### config.mk
export PLATFORM = sky130hd
export DESIGN_NAME = i2s_receiver
export DESIGN_NICKNAME = d
export VERILOG_FILES = /design/src/rtl/i2s_receiver.sv
export SDC_FILE = /design/constraint.sdc
export NUM_CORES = 1
export LEC_CHECK = 0
export BUFFER_PORTS_ARGS = -buffer_cell sky130_fd_sc_hd__buf_2
export CORE_MARGIN = 2
export CORE_UTILIZATION = 35
export DETAILED_ROUTE_END_ITERATION = 12
export REMOVE_ABC_BUFFERS = 1
export SETUP_SLACK_MARGIN = 0.4
export SYNTH_ARGS = -nofsm -noshare
export SYNTH_HDL_FRONTEND = slang
export SYNTH_SLANG_ARGS = --single-unit
### constraint.sdc
create_clock -name clk -period 8.41 [get_ports clk]
set_clock_uncertainty 0.05 [all_clocks]
set_input_delay 2.523 -clock clk [delete_from_list [all_inputs] [get_ports clk]]
set_output_delay 2.523 -clock clk [all_outputs]
set_load 0.01 [all_outputs]
### src/rtl/i2s_receiver.sv
// i2s_receiver: Philips-format I2S receiver clocked by the system master clock.
// Bit clock, word select and serial data are oversampled through a shared
// synchroniser. Left/right words are deserialised MSB first, and one stereo
// pair is presented per frame with a one-cycle sample_valid strobe.
// Optional feature macro: I2S_RX_ERR_COUNT_EN adds the 8-bit err_count output.
`timescale 1ns/1ps
module i2s_receiver #(
  parameter int SAMPLE_WIDTH = 16,
  parameter int SYNC_STAGES  = 2
) (
  input  logic                    clk,
  input  logic                    rst,
  input  logic                    i2s_bclk,
  input  logic                    i2s_ws,
  input  logic                    i2s_sd,
  output logic [SAMPLE_WIDTH-1:0] left_sample,
  output logic [SAMPLE_WIDTH-1:0] right_sample,
  output logic                    sample_valid,
  output logic                    locked,
  output logic                    frame_error
`ifdef I2S_RX_ERR_COUNT_EN
  ,
  output logic [7:0]              err_count
`endif
);

  localparam int                 CNT_W      = $clog2(SAMPLE_WIDTH + 1);
  localparam logic [CNT_W-1:0]   SW_CNT     = CNT_W'(SAMPLE_WIDTH);
  localparam logic [5:0]         IDLE_LIMIT = 6'd63;

  localparam logic [1:0] ST_HUNT  = 2'd0;
  localparam logic [1:0] ST_LEFT  = 2'd1;
  localparam logic [1:0] ST_RIGHT = 2'd2;

  logic [SYNC_STAGES-1:0]  bclk_sync_r;
  logic [SYNC_STAGES-1:0]  ws_sync_r;
  logic [SYNC_STAGES-1:0]  sd_sync_r;
  logic                    bclk_d_r;
  logic                    rise_r;
  logic                    ws_r;
  logic                    sd_r;
  logic                    ws_last_r;
  logic [1:0]              state_r;
  logic [SAMPLE_WIDTH-1:0] shift_r;
  logic [CNT_W-1:0]        bit_cnt_r;
  logic [5:0]              idle_cnt_r;
  logic [SAMPLE_WIDTH-1:0] left_hold_r;

  logic                    boundary_s;
  logic [SAMPLE_WIDTH-1:0] shift_in_s;
  logic [CNT_W-1:0]        cnt_in_s;
  logic [SAMPLE_WIDTH-1:0] word_s;
  logic                    short_s;
  logic                    in_frame_s;
  logic                    close_err_s;
  logic                    loss_s;

  // Synchronise the three pins together, then register the bclk rising edge
  // alongside the matching ws/sd samples so all three stay aligned.
  always_ff @(posedge clk) begin
    if (!rst) begin
      bclk_sync_r <= '0;
      ws_sync_r   <= '0;
      sd_sync_r   <= '0;
      bclk_d_r    <= 1'b0;
      rise_r      <= 1'b0;
      ws_r        <= 1'b0;
      sd_r        <= 1'b0;
    end else begin
      bclk_sync_r <= {bclk_sync_r[SYNC_STAGES-2:0], i2s_bclk};
      ws_sync_r   <= {ws_sync_r[SYNC_STAGES-2:0], i2s_ws};
      sd_sync_r   <= {sd_sync_r[SYNC_STAGES-2:0], i2s_sd};
      bclk_d_r    <= bclk_sync_r[SYNC_STAGES-1];
      rise_r      <= bclk_sync_r[SYNC_STAGES-1] & ~bclk_d_r;
      ws_r        <= ws_sync_r[SYNC_STAGES-1];
      sd_r        <= sd_sync_r[SYNC_STAGES-1];
    end
  end

  // Next shift/count values with saturation, plus the left-justified word and
  // the slot-close / framing-loss events for the current sampling edge.
  always_comb begin
    boundary_s = ws_r ^ ws_last_r;
    if (bit_cnt_r < SW_CNT) begin
      shift_in_s = {shift_r[SAMPLE_WIDTH-2:0], sd_r};
      cnt_in_s   = bit_cnt_r + CNT_W'(1);
    end else begin
      shift_in_s = shift_r;
      cnt_in_s   = bit_cnt_r;
    end
    word_s      = shift_in_s << (SW_CNT - cnt_in_s);
    short_s     = (cnt_in_s < SW_CNT);
    in_frame_s  = (state_r == ST_LEFT) || (state_r == ST_RIGHT);
    close_err_s = rise_r && in_frame_s && boundary_s && short_s;
    loss_s      = rise_r && in_frame_s && !boundary_s && (idle_cnt_r == IDLE_LIMIT);
  end

  // Framing state machine, deserialiser and registered outputs.
  always_ff @(posedge clk) begin
    if (!rst) begin
      ws_last_r    <= 1'b0;
      state_r      <= ST_HUNT;
      shift_r      <= '0;
      bit_cnt_r    <= '0;
      idle_cnt_r   <= 6'd0;
      left_hold_r  <= '0;
      left_sample  <= '0;
      right_sample <= '0;
      sample_valid <= 1'b0;
      locked       <= 1'b0;
      frame_error  <= 1'b0;
    end else begin
      sample_valid <= 1'b0;
      frame_error  <= close_err_s;
      if (rise_r) begin
        ws_last_r <= ws_r;
        case (state_r)
          ST_HUNT: begin
            shift_r    <= '0;
            bit_cnt_r  <= '0;
            idle_cnt_r <= 6'd0;
            if (boundary_s && !ws_r) begin
              state_r <= ST_LEFT;
            end else begin
              state_r <= ST_HUNT;
            end
          end
          ST_LEFT, ST_RIGHT: begin
            if (boundary_s) begin
              // The boundary bit is the LSB of the closing slot.
              shift_r    <= '0;
              bit_cnt_r  <= '0;
              idle_cnt_r <= 6'd0;
              if (state_r == ST_LEFT) begin
                left_hold_r <= word_s;
                state_r     <= ST_RIGHT;
              end else begin
                left_sample  <= left_hold_r;
                right_sample <= word_s;
                sample_valid <= 1'b1;
                locked       <= 1'b1;
                state_r      <= ST_LEFT;
              end
            end else if (loss_s) begin
              // ws stopped toggling: drop the partial word and re-hunt.
              shift_r    <= '0;
              bit_cnt_r  <= '0;
              idle_cnt_r <= 6'd0;
              locked     <= 1'b0;
              state_r    <= ST_HUNT;
            end else begin
              shift_r    <= shift_in_s;
              bit_cnt_r  <= cnt_in_s;
              idle_cnt_r <= idle_cnt_r + 6'd1;
            end
          end
          default: begin
            shift_r    <= '0;
            bit_cnt_r  <= '0;
            idle_cnt_r <= 6'd0;
            locked     <= 1'b0;
            state_r    <= ST_HUNT;
          end
        endcase
      end
    end
  end

`ifdef I2S_RX_ERR_COUNT_EN
  // Saturating count of short slots and framing-loss events.
  always_ff @(posedge clk) begin
    if (!rst) begin
      err_count <= 8'd0;
    end else if ((close_err_s || loss_s) && (err_count != 8'd255)) begin
      err_count <= err_count + 8'd1;
    end else begin
      err_count <= err_count;
    end
  end
`endif

endmodule

=== After elaboration in Yosys (flattened, before gate mapping) ===
Index checks and enable logic that the tools add are counted.

* $add $sub $neg: 3
* Multiplexer cells: 21
* Reduce and logical (&&, ||, !) cells: 16
* Shift-type cells: 1
* Equality and inequality tests: 5
* Bitwise operators: 5
* $lt $le $gt $ge: 2

{| class="wikitable"
|+ Operators with widths
! kind !! count
|-
| 2-to-1 mux 16 bit || 4
|-
| 2-to-1 mux 5 bit || 4
|-
| 2-to-1 mux 6 bit || 3
|-
| AND reduction 4 bit || 4
|-
| << shifter 16 x 5 -> 16 bit || 1
|-
| less-than comparator 5 bit, second input constant || 2
|-
| adder 6 x 1 -> 6 bit, second input constant || 1
|-
| equality test 6 bit, second input constant || 1
|-
| logical AND 1 bit || 6
|-
| 2-to-1 mux 2 bit || 3
|-
| != test 3 bit, second input constant || 2
|-
| adder 5 x 1 -> 5 bit, second input constant || 1
|-
| 2-to-1 mux 1 bit || 5
|-
| subtractor 5 bit, first input constant || 1
|-
| case mux 2 bit (2 select lines) || 1
|-
| inverter 1 bit || 3
|-
| equality test 2 x 1 -> 1 bit, second input constant || 1
|-
| equality test 2 bit, second input constant || 1
|-
| logical NOT 1 bit || 2
|-
| logical NOT 2 bit || 1
|-
| case mux 1 bit (2 select lines) || 1
|-
| AND reduction 2 bit || 1
|-
| OR reduction 2 bit || 1
|-
| bitwise AND 1 bit || 1
|-
| other kinds (2) || 2
|}

* Word-level logic and storage cells: 71
* Flip-flop bits (word level): 91

=== Logic depth before layout (Yosys ltp) ===
Gate-level depths: netlist (run 1).

* Word-level depth: 8
* Gate-level depth with buffers: 12

=== Worst setup path after synthesis (run 1) ===
OpenSTA, ideal clock, no wires.

* Path type: input -> register
* From: input rst
* To: register right_sample[10]
* Slack: 5.095 ns
* Arrival: 3.205 ns
* Stages on the path: 3
* Path buffers: 2
* Cells stage by stage: clkbuf_1 clkbuf_1 o311a_1

{| class="wikitable"
|+ RTL lines
! what !! line !! source
|-
| from (decl) || 12 || <nowiki>input logic rst,</nowiki>
|-
| to (signal assigned) || 139 || <nowiki>right_sample <= word_s;</nowiki>
|-
| to (decl) || 17 || <nowiki>output logic [SAMPLE_WIDTH-1:0] right_sample,</nowiki>
|}

No word-level cell between the ends.

==> flow_metrics.env, run 1 <==
export IMPL_critPathLaunchType="primary input"
export IMPL_min_delay_path_class="flop to flop"
export IMPL_critPathMaxStageDelay_ns=0.53
export IMPL_fin_crit_ns=3.757
export IMPL_htree_levels=3
export IMPL_rows=41
export IMPL_hold_viol=0
export IMPL_fmax_mhz=266.1
export IMPL_antenna_found_initial=0
export IMPL_worstSkewPairLatency_ns=0.34
export IMPL_p_clk_frac=0.477
export IMPL_yosysSeqAreaShare=0.4084
export IMPL_rsz0062_at_grt="no"
export IMPL_crit_path_end_kind="flop"
export IMPL_cts_resized=0
export IMPL_final_period_utilization=0.4468
export IMPL_internal_power_uw=673.8
export IMPL_cp_max_fo=62
export IMPL_pwr_share_seq=0.509
export IMPL_start_util=0.3564
export IMPL_dieArea_sq_um=13660
export IMPL_final_max_slew_viol_count=0
export IMPL_synth_edf_count=0
export IMPL_worstSetupPathType="primary input to flop"
export IMPL_combPwrFrac=0.014
export IMPL_synth_area_leaders="dfxtp_1 (41%), nand2_1 (6.5%), a21oi_1 (6.4%)"
export IMPL_fillers=1316
export IMPL_die_h_microns=116.9
export IMPL_synthFlopType="dfxtp_1"
export IMPL_grt_overflow=0
export IMPL_place_ws_ns=4.286
export IMPL_cts_tree="yes"
export IMPL_leakagePower_uw=0.001875
export IMPL_yosysWarnings=0
export IMPL_arrival_ns=3.97
export IMPL_powerDensity_nw_per_um2=168.9
export IMPL_status="completed"
export IMPL_drt_iter0_drc=243
export IMPL_synth_top_cell_area_share=0.4084
export IMPL_io_pin_count=40
export IMPL_syn_to_final_growth_pct=13.18
export IMPL_clock_path_buffers=2
export IMPL_p_sw_uw=178.8
export IMPL_tightest_slew_ns=1.014
export IMPL_grt_pass1_vias=3339
export IMPL_multi_input_area_sq_um=2439
export IMPL_path_cells="buf_2 -> inv_2 -> nor2_1 -> nand2_1 -> o21ai_0"
export IMPL_port_buffers=39
export IMPL_slowest_stage="inv_2"
export IMPL_drt_pass1_iter_count=4
export IMPL_maxSlewHeadroom=0.3229
export IMPL_drive_above_1_share=0.1517
export IMPL_root_buffer="clkbuf_16"
export IMPL_cts_setup_buffers=0
export IMPL_path_delay_family="buffers and inverters"
export IMPL_wire_per_inst_microns=13.84
export IMPL_core_area_sq_um=12520
export IMPL_grt_pass1_wl_microns=16780
export IMPL_remaining_drc_errors=0
export IMPL_cts_sink_count=91
export IMPL_ys_types=59
export IMPL_setup_slack_ns=4.653
export IMPL_hold_buffers=0
export IMPL_ant_nets=0
export IMPL_num_antenna_cells=0
export IMPL_final_nets=556
export IMPL_synth_seq_cells=91
export IMPL_hpwl_microns=7071
export IMPL_wirelength_microns=9950
export IMPL_grt_max_degree=63
export IMPL_seqCellArea_sq_um=1822
export IMPL_synth_avg_cell_area_sq_um=8.545
export IMPL_peakVddDrop_uv=83.26
export IMPL_clkSlewWorstSetupHoldPaths_ns=0.07
export IMPL_synth_top_area_cell="dfxtp_1"
export IMPL_place_congestion=0.8918
export IMPL_setup_tns_ns=0
export IMPL_critPathBufInv=2
export IMPL_crit_required_ns=8.62
export IMPL_syn_inst=522
export IMPL_num_vias=3685
export IMPL_die_w_microns=116.9
export IMPL_synthArstFlopShare=0
export IMPL_grt_total_usage=0.1535
export IMPL_synthesis_area_sq_um=4461
export IMPL_cts_buffers=9
export IMPL_viasPerCell=5.125
export IMPL_maxCapViolCount=0
export IMPL_p_sw_frac=0.2097
export IMPL_setup_violations=0
-- layout by cell type, fill, tap and decap left out, drive strengths merged, types with 2 or more instances in the layout --
cell / n
or3: 2
o21a: 7
a21o: 3
nand4: 3
nor2: 43
inv: 11
and3: 4
a21oi: 57
nor3: 5
nor3b: 3
o311a: 6
nand3: 26
a211oi: 4
mux2: 3
nor4: 2
clkinv: 2
buf: 44
nand2: 78
clkinvlp: 2
a311oi: 3
a22oi: 18
mux2i: 24
dfxtp: 91
o221ai: 3
o211ai: 4
nand2b: 4
xnor2: 6
ha: 9
clkbuf: 10
and2: 9
nand4b: 2
nor2b: 14
xor2: 6
o21ai: 29
o211a: 2
-- final cells by class --
type | instances | share of cell area
Tap cell | 172 | 0.04263
Inverter | 10 | 0.007435
Multi-Input combinational cell | 386 | 0.4830
Clock buffer | 10 | 0.04734
Timing Repair Buffer | 44 | 0.04610
Clock inverter | 6 | 0.01264
Sequential cell | 91 | 0.3608
-- power by group through the flow --
stage | logic, uW | registers [uW] | clock network, uW
global route | 13.8 | 434 | 434
global placement | 12.1 | 444 | 0
finish | 12.1 | 434 | 407
floorplan | 6.96 | 443 | 0
CTS | 12.3 | 434 | 413
detailed placement | 12.3 | 444 | 0
-- Yosys cell counts (3+ instances only) --
library cell,number
buf_2,11
xnor2_1,3
nand2_1,77
o21a_1,7
o211ai_1,4
a22oi_1,17
and2_1,9
mux2i_1,24
buf_4,4
nand3_1,26
o21ai_0,23
a21o_1,3
and3_1,4
nor2b_1,12
o21ai_1,4
dfxtp_1,91
a311oi_1,3
nor3b_1,3
o311a_1,6
inv_1,9
o221ai_1,3
xor2_1,3
nor3_1,5
nor2_1,41
ha_1,9
clkbuf_1,18
nand4_1,3
a211oi_1,4
nand2b_1,4
a21oi_1,57
-- flip-flops by register name (all words and copies together), names as in the netlist, 2 cells and up --
register      cells
bit_cnt_r         5
ws_sync_r         2
state_r           2
bclk_sync_r       2
sd_sync_r         2
shift_r          16
right_sample     16
left_sample      16
left_hold_r      16
idle_cnt_r        6
-- final timing paths --
path,startpoint,end,slack (ns),cells after the start
worst min-delay path,bclk_d_r$_SDFF_PN0_,rise_r$_SDFF_PN0_,0.34,1
worst min register to register,bclk_d_r$_SDFF_PN0_,rise_r$_SDFF_PN0_,0.34,1
worst max register to register,bit_cnt_r[0]$_SDFFE_PN0P_,left_hold_r[15]$_SDFFE_PN0P_,4.89,10
worst max-delay path,rst,right_sample[14]$_SDFFE_PN0P_,4.65,5
-- per-stage QoR --
stage	utilization	total power [uW]	area, sq um	hold slack (ns)	instances
final	0.4033	852.6	5049	0.3353	719
after global routing	0.4033	881.7	5049	0.3702	719
after CTS	0.4033	859.5	5049	0.3385	719
after detailed placement	0.3791	455.9	4746	0.3291	703
after global placement	0.3791	455.7	4746	0.3251	703
after floorplan	-	450.1	4293	0.3174	487
-- routing by layer --
layer  vias to the layer above  global-route usage  wire length, microns  share of wire
li1                       1875                   -                     -              -
met1                      1729              0.2164                  4879           0.49
met2                        71              0.2397                  4528           0.46
met3                        10             0.02317                   424          0.043
met4                         0             0.05412                   118          0.012
met5                         -                   0                     0              0
-- cell families after synthesis --
family / after synthesis / share of synthesized area
buffers and inverters: 45 / 0.04600
AOI/OAI and AO/OA: 141 / 0.2008
DFF: 91 / 0.4084
xor gates and xnor gates: 12 / 0.04124
adders and majority gates: 9 / 0.02525
and+or+nand+nor: 196 / 0.2109
muxes: 28 / 0.06732
No activity file was read; power rests on OpenSTA's default activity.
==> inputs of run 2 (changes only) <==
==> constraint.sdc (replaced) <==
create_clock -name clk -period 3.25 [get_ports clk]
set_clock_uncertainty 0.05 [all_clocks]
set_input_delay 0.975 -clock clk [delete_from_list [all_inputs] [get_ports clk]]
set_output_delay 0.975 -clock clk [all_outputs]
set_load 0.01 [all_outputs]
==> run 2 against run 1 <==
  * Register-to-register slack worse by 4.4 ns
  * Via count up 2.0%
  * Sequential cell count unchanged
  * Global-route usage up 1.1 points
  * Clock power up 140%
  * Routed wire length up 6.5%
  * Largest cell class unchanged
  * Design area up 2.4%
  * Worst hold slack better by 0.0038 ns
==> flow_metrics.env, run 2 (synthesis results as in run 1) <==
export IMPL_crit_required_ns=3.43
export IMPL_tightest_slew_ns=0.6376
export IMPL_final_max_slew_viol_count=0
export IMPL_wire_per_inst_microns=14.49
export IMPL_mostFrequentLayoutCells="dfxtp_1 (90), nand2_1 (77), a21oi_1 (55), nor2_1 (41), buf_2 (39)"
export IMPL_drive_above_1_share=0.1789
export IMPL_peakVddDrop_uv=207.7
export IMPL_worstSkewPairLatency_ns=0.34
export IMPL_status="completed"
export IMPL_reg2reg_slack_ns=0.51
export IMPL_min_delay_path_class="flop to flop"
export IMPL_fin_crit_ns=2.741
export IMPL_reg2reg_depth=8
export IMPL_hold_path_startpoint="bclk_d_r$_SDFF_PN0_"
export IMPL_grt_max_degree=34
export IMPL_min_to="rise_r$_SDFF_PN0_"
export IMPL_dieArea_sq_um=13660
export IMPL_die_h_microns=116.9
export IMPL_grt_overflow=0
export IMPL_ant_nets=0
export IMPL_htree_levels=3
export IMPL_antenna_found_initial=0
export IMPL_final_period_utilization=0.8435
export IMPL_rows=41
export IMPL_core_area_sq_um=12520
export IMPL_crit_path_end_kind="flop"
export IMPL_num_antenna_cells=0
export IMPL_critPathMaxStageDelay_ns=0.48
export IMPL_wirelength_microns=10590
export IMPL_grt_pass1_wl_microns=17620
export IMPL_path_cells="ha_1 -> nor2b_4 -> buf_4 -> or3_1 -> nand2_4 -> mux2_4 -> o211a_1 -> o311a_1"
export IMPL_hold_viol=0
export IMPL_setup_tns_ns=0
export IMPL_setup_violations=0
export IMPL_root_buffer="clkbuf_16"
export IMPL_setup_slack_ns=0.5087
export IMPL_drt_pass1_iter_count=5
export IMPL_worstSetupPathType="flop to flop"
export IMPL_maxCapViolCount=0
export IMPL_clkSlewWorstSetupHoldPaths_ns=0.06
export IMPL_r2r_start="bit_cnt_r[1]$_SDFFE_PN0P_"
export IMPL_place_ws_ns=0.2175
export IMPL_io_pin_count=40
export IMPL_syn_to_final_growth_pct=15.85
export IMPL_leakagePower_uw=0.001940
export IMPL_port_buffers=39
export IMPL_worst_r2r_endpoint="left_hold_r[11]$_SDFFE_PN0P_"
export IMPL_place_congestion=0.8833
export IMPL_num_vias=3757
export IMPL_clock_path_buffers=2
export IMPL_grt_pass1_vias=3521
export IMPL_final_nets=568
export IMPL_viasPerCell=5.140
export IMPL_cts_tree="yes"
export IMPL_fmax_mhz=364.8
export IMPL_holdPathStages=1
export IMPL_cp_max_fo=7
export IMPL_final_common_cell="dfxtp_1"
export IMPL_cts_buffers=9
export IMPL_powerDensity_nw_per_um2=413.8
export IMPL_die_w_microns=116.9
export IMPL_maxSlewHeadroom=0.5736
export IMPL_slowest_stage="or3_1"
export IMPL_critPathLaunchType="flop"
export IMPL_start_util=0.3564
export IMPL_grt_total_usage=0.1640
export IMPL_remaining_drc_errors=0
export IMPL_hold_buffers=0
export IMPL_cts_sink_count=91
export IMPL_fillers=1311
export IMPL_arrival_ns=2.92
export IMPL_drt_iter0_drc=311
export IMPL_hpwl_microns=7758
export IMPL_rsz0062_at_grt="no"
## run 2: layout make-up
| type | count | area (sq um) | share of cell area |
|---|---|---|---|
| Clock buffer | 13 | 260.3 | 0.05036 |
| Tap cell | 172 | 215.2 | 0.04165 |
| Sequential cell | 91 | 1826 | 0.3533 |
| Multi-Input combinational cell | 386 | 2471 | 0.4782 |
| Clock inverter | 3 | 22.52 | 0.004358 |
| Inverter | 10 | 37.54 | 0.007264 |
| Timing Repair Buffer | 56 | 335.3 | 0.06489 |
## run 2: how the worst max path moves through the flow
stage | slack (ns) | startpoint | end | depth (start not counted)
finish | 0.51 | bit_cnt_r[1]$_SDFFE_PN0P_ | left_hold_r[11]$_SDFFE_PN0P_ | 8
global route | 0.41 | bit_cnt_r[1]$_SDFFE_PN0P_ | left_hold_r[11]$_SDFFE_PN0P_ | 8
floorplan | -0.18 | bit_cnt_r[0]$_SDFFE_PN0P_ | left_hold_r[15]$_SDFFE_PN0P_ | 9
global placement | 0.40 | bit_cnt_r[1]$_SDFFE_PN0P_ | left_hold_r[14]$_SDFFE_PN0P_ | 11
CTS | 0.42 | bit_cnt_r[1]$_SDFFE_PN0P_ | right_sample[14]$_SDFFE_PN0P_ | 11
detailed placement | 0.22 | bit_cnt_r[1]$_SDFFE_PN0P_ | right_sample[14]$_SDFFE_PN0P_ | 11
## run 2: per-layer routing
layer | vias up | routed length [microns] | GRT usage
li1 | 1897 | - | -
met1 | 1764 | 5171 | 0.2218
met2 | 81 | 4849 | 0.2586
met3 | 15 | 393 | 0.03090
met4 | 0 | 180 | 0.06667
met5 | - | 0 | 0
## run 2: repair_timing
item | 4_1_cts | 5_1_grt
gates resized for setup | 5 | 7
pin swaps | 0 | 5
setup endpoints to repair | 16 | 14
setup buffers | 0 | 1
## run 2: stage by stage
stage,power (uW),hold slack (ns),area (sq um),util,std cells
after global placement,1185,0.3253,4828,0.3857,714
final,2138,0.3391,5167,0.4128,731
after global routing,2216,0.3693,5167,0.4128,731
after CTS,2168,0.3449,5127,0.4096,730
after detailed placement,1185,0.3242,4828,0.3857,714
after floorplan,1165,0.3174,4293,-,487
## run 2: critical path, delay by kind of cell (launching register included)
kind	cells	cell delay (ns)
buf+inv	1	0.15
mux	1	0.33
simple gates	3	0.83
fa+ha+maj	1	0.33
compound gates	2	0.55
flops	1	0.38
## run 2: where the power goes
group	leakage, uW	switching [uW]	internal [uW]	total [uW]
Combinational	0.00106	27.5	11.1	38.7
Clock	0.000140	417	562	979
Sequential	0.000735	1.36	1120	1120
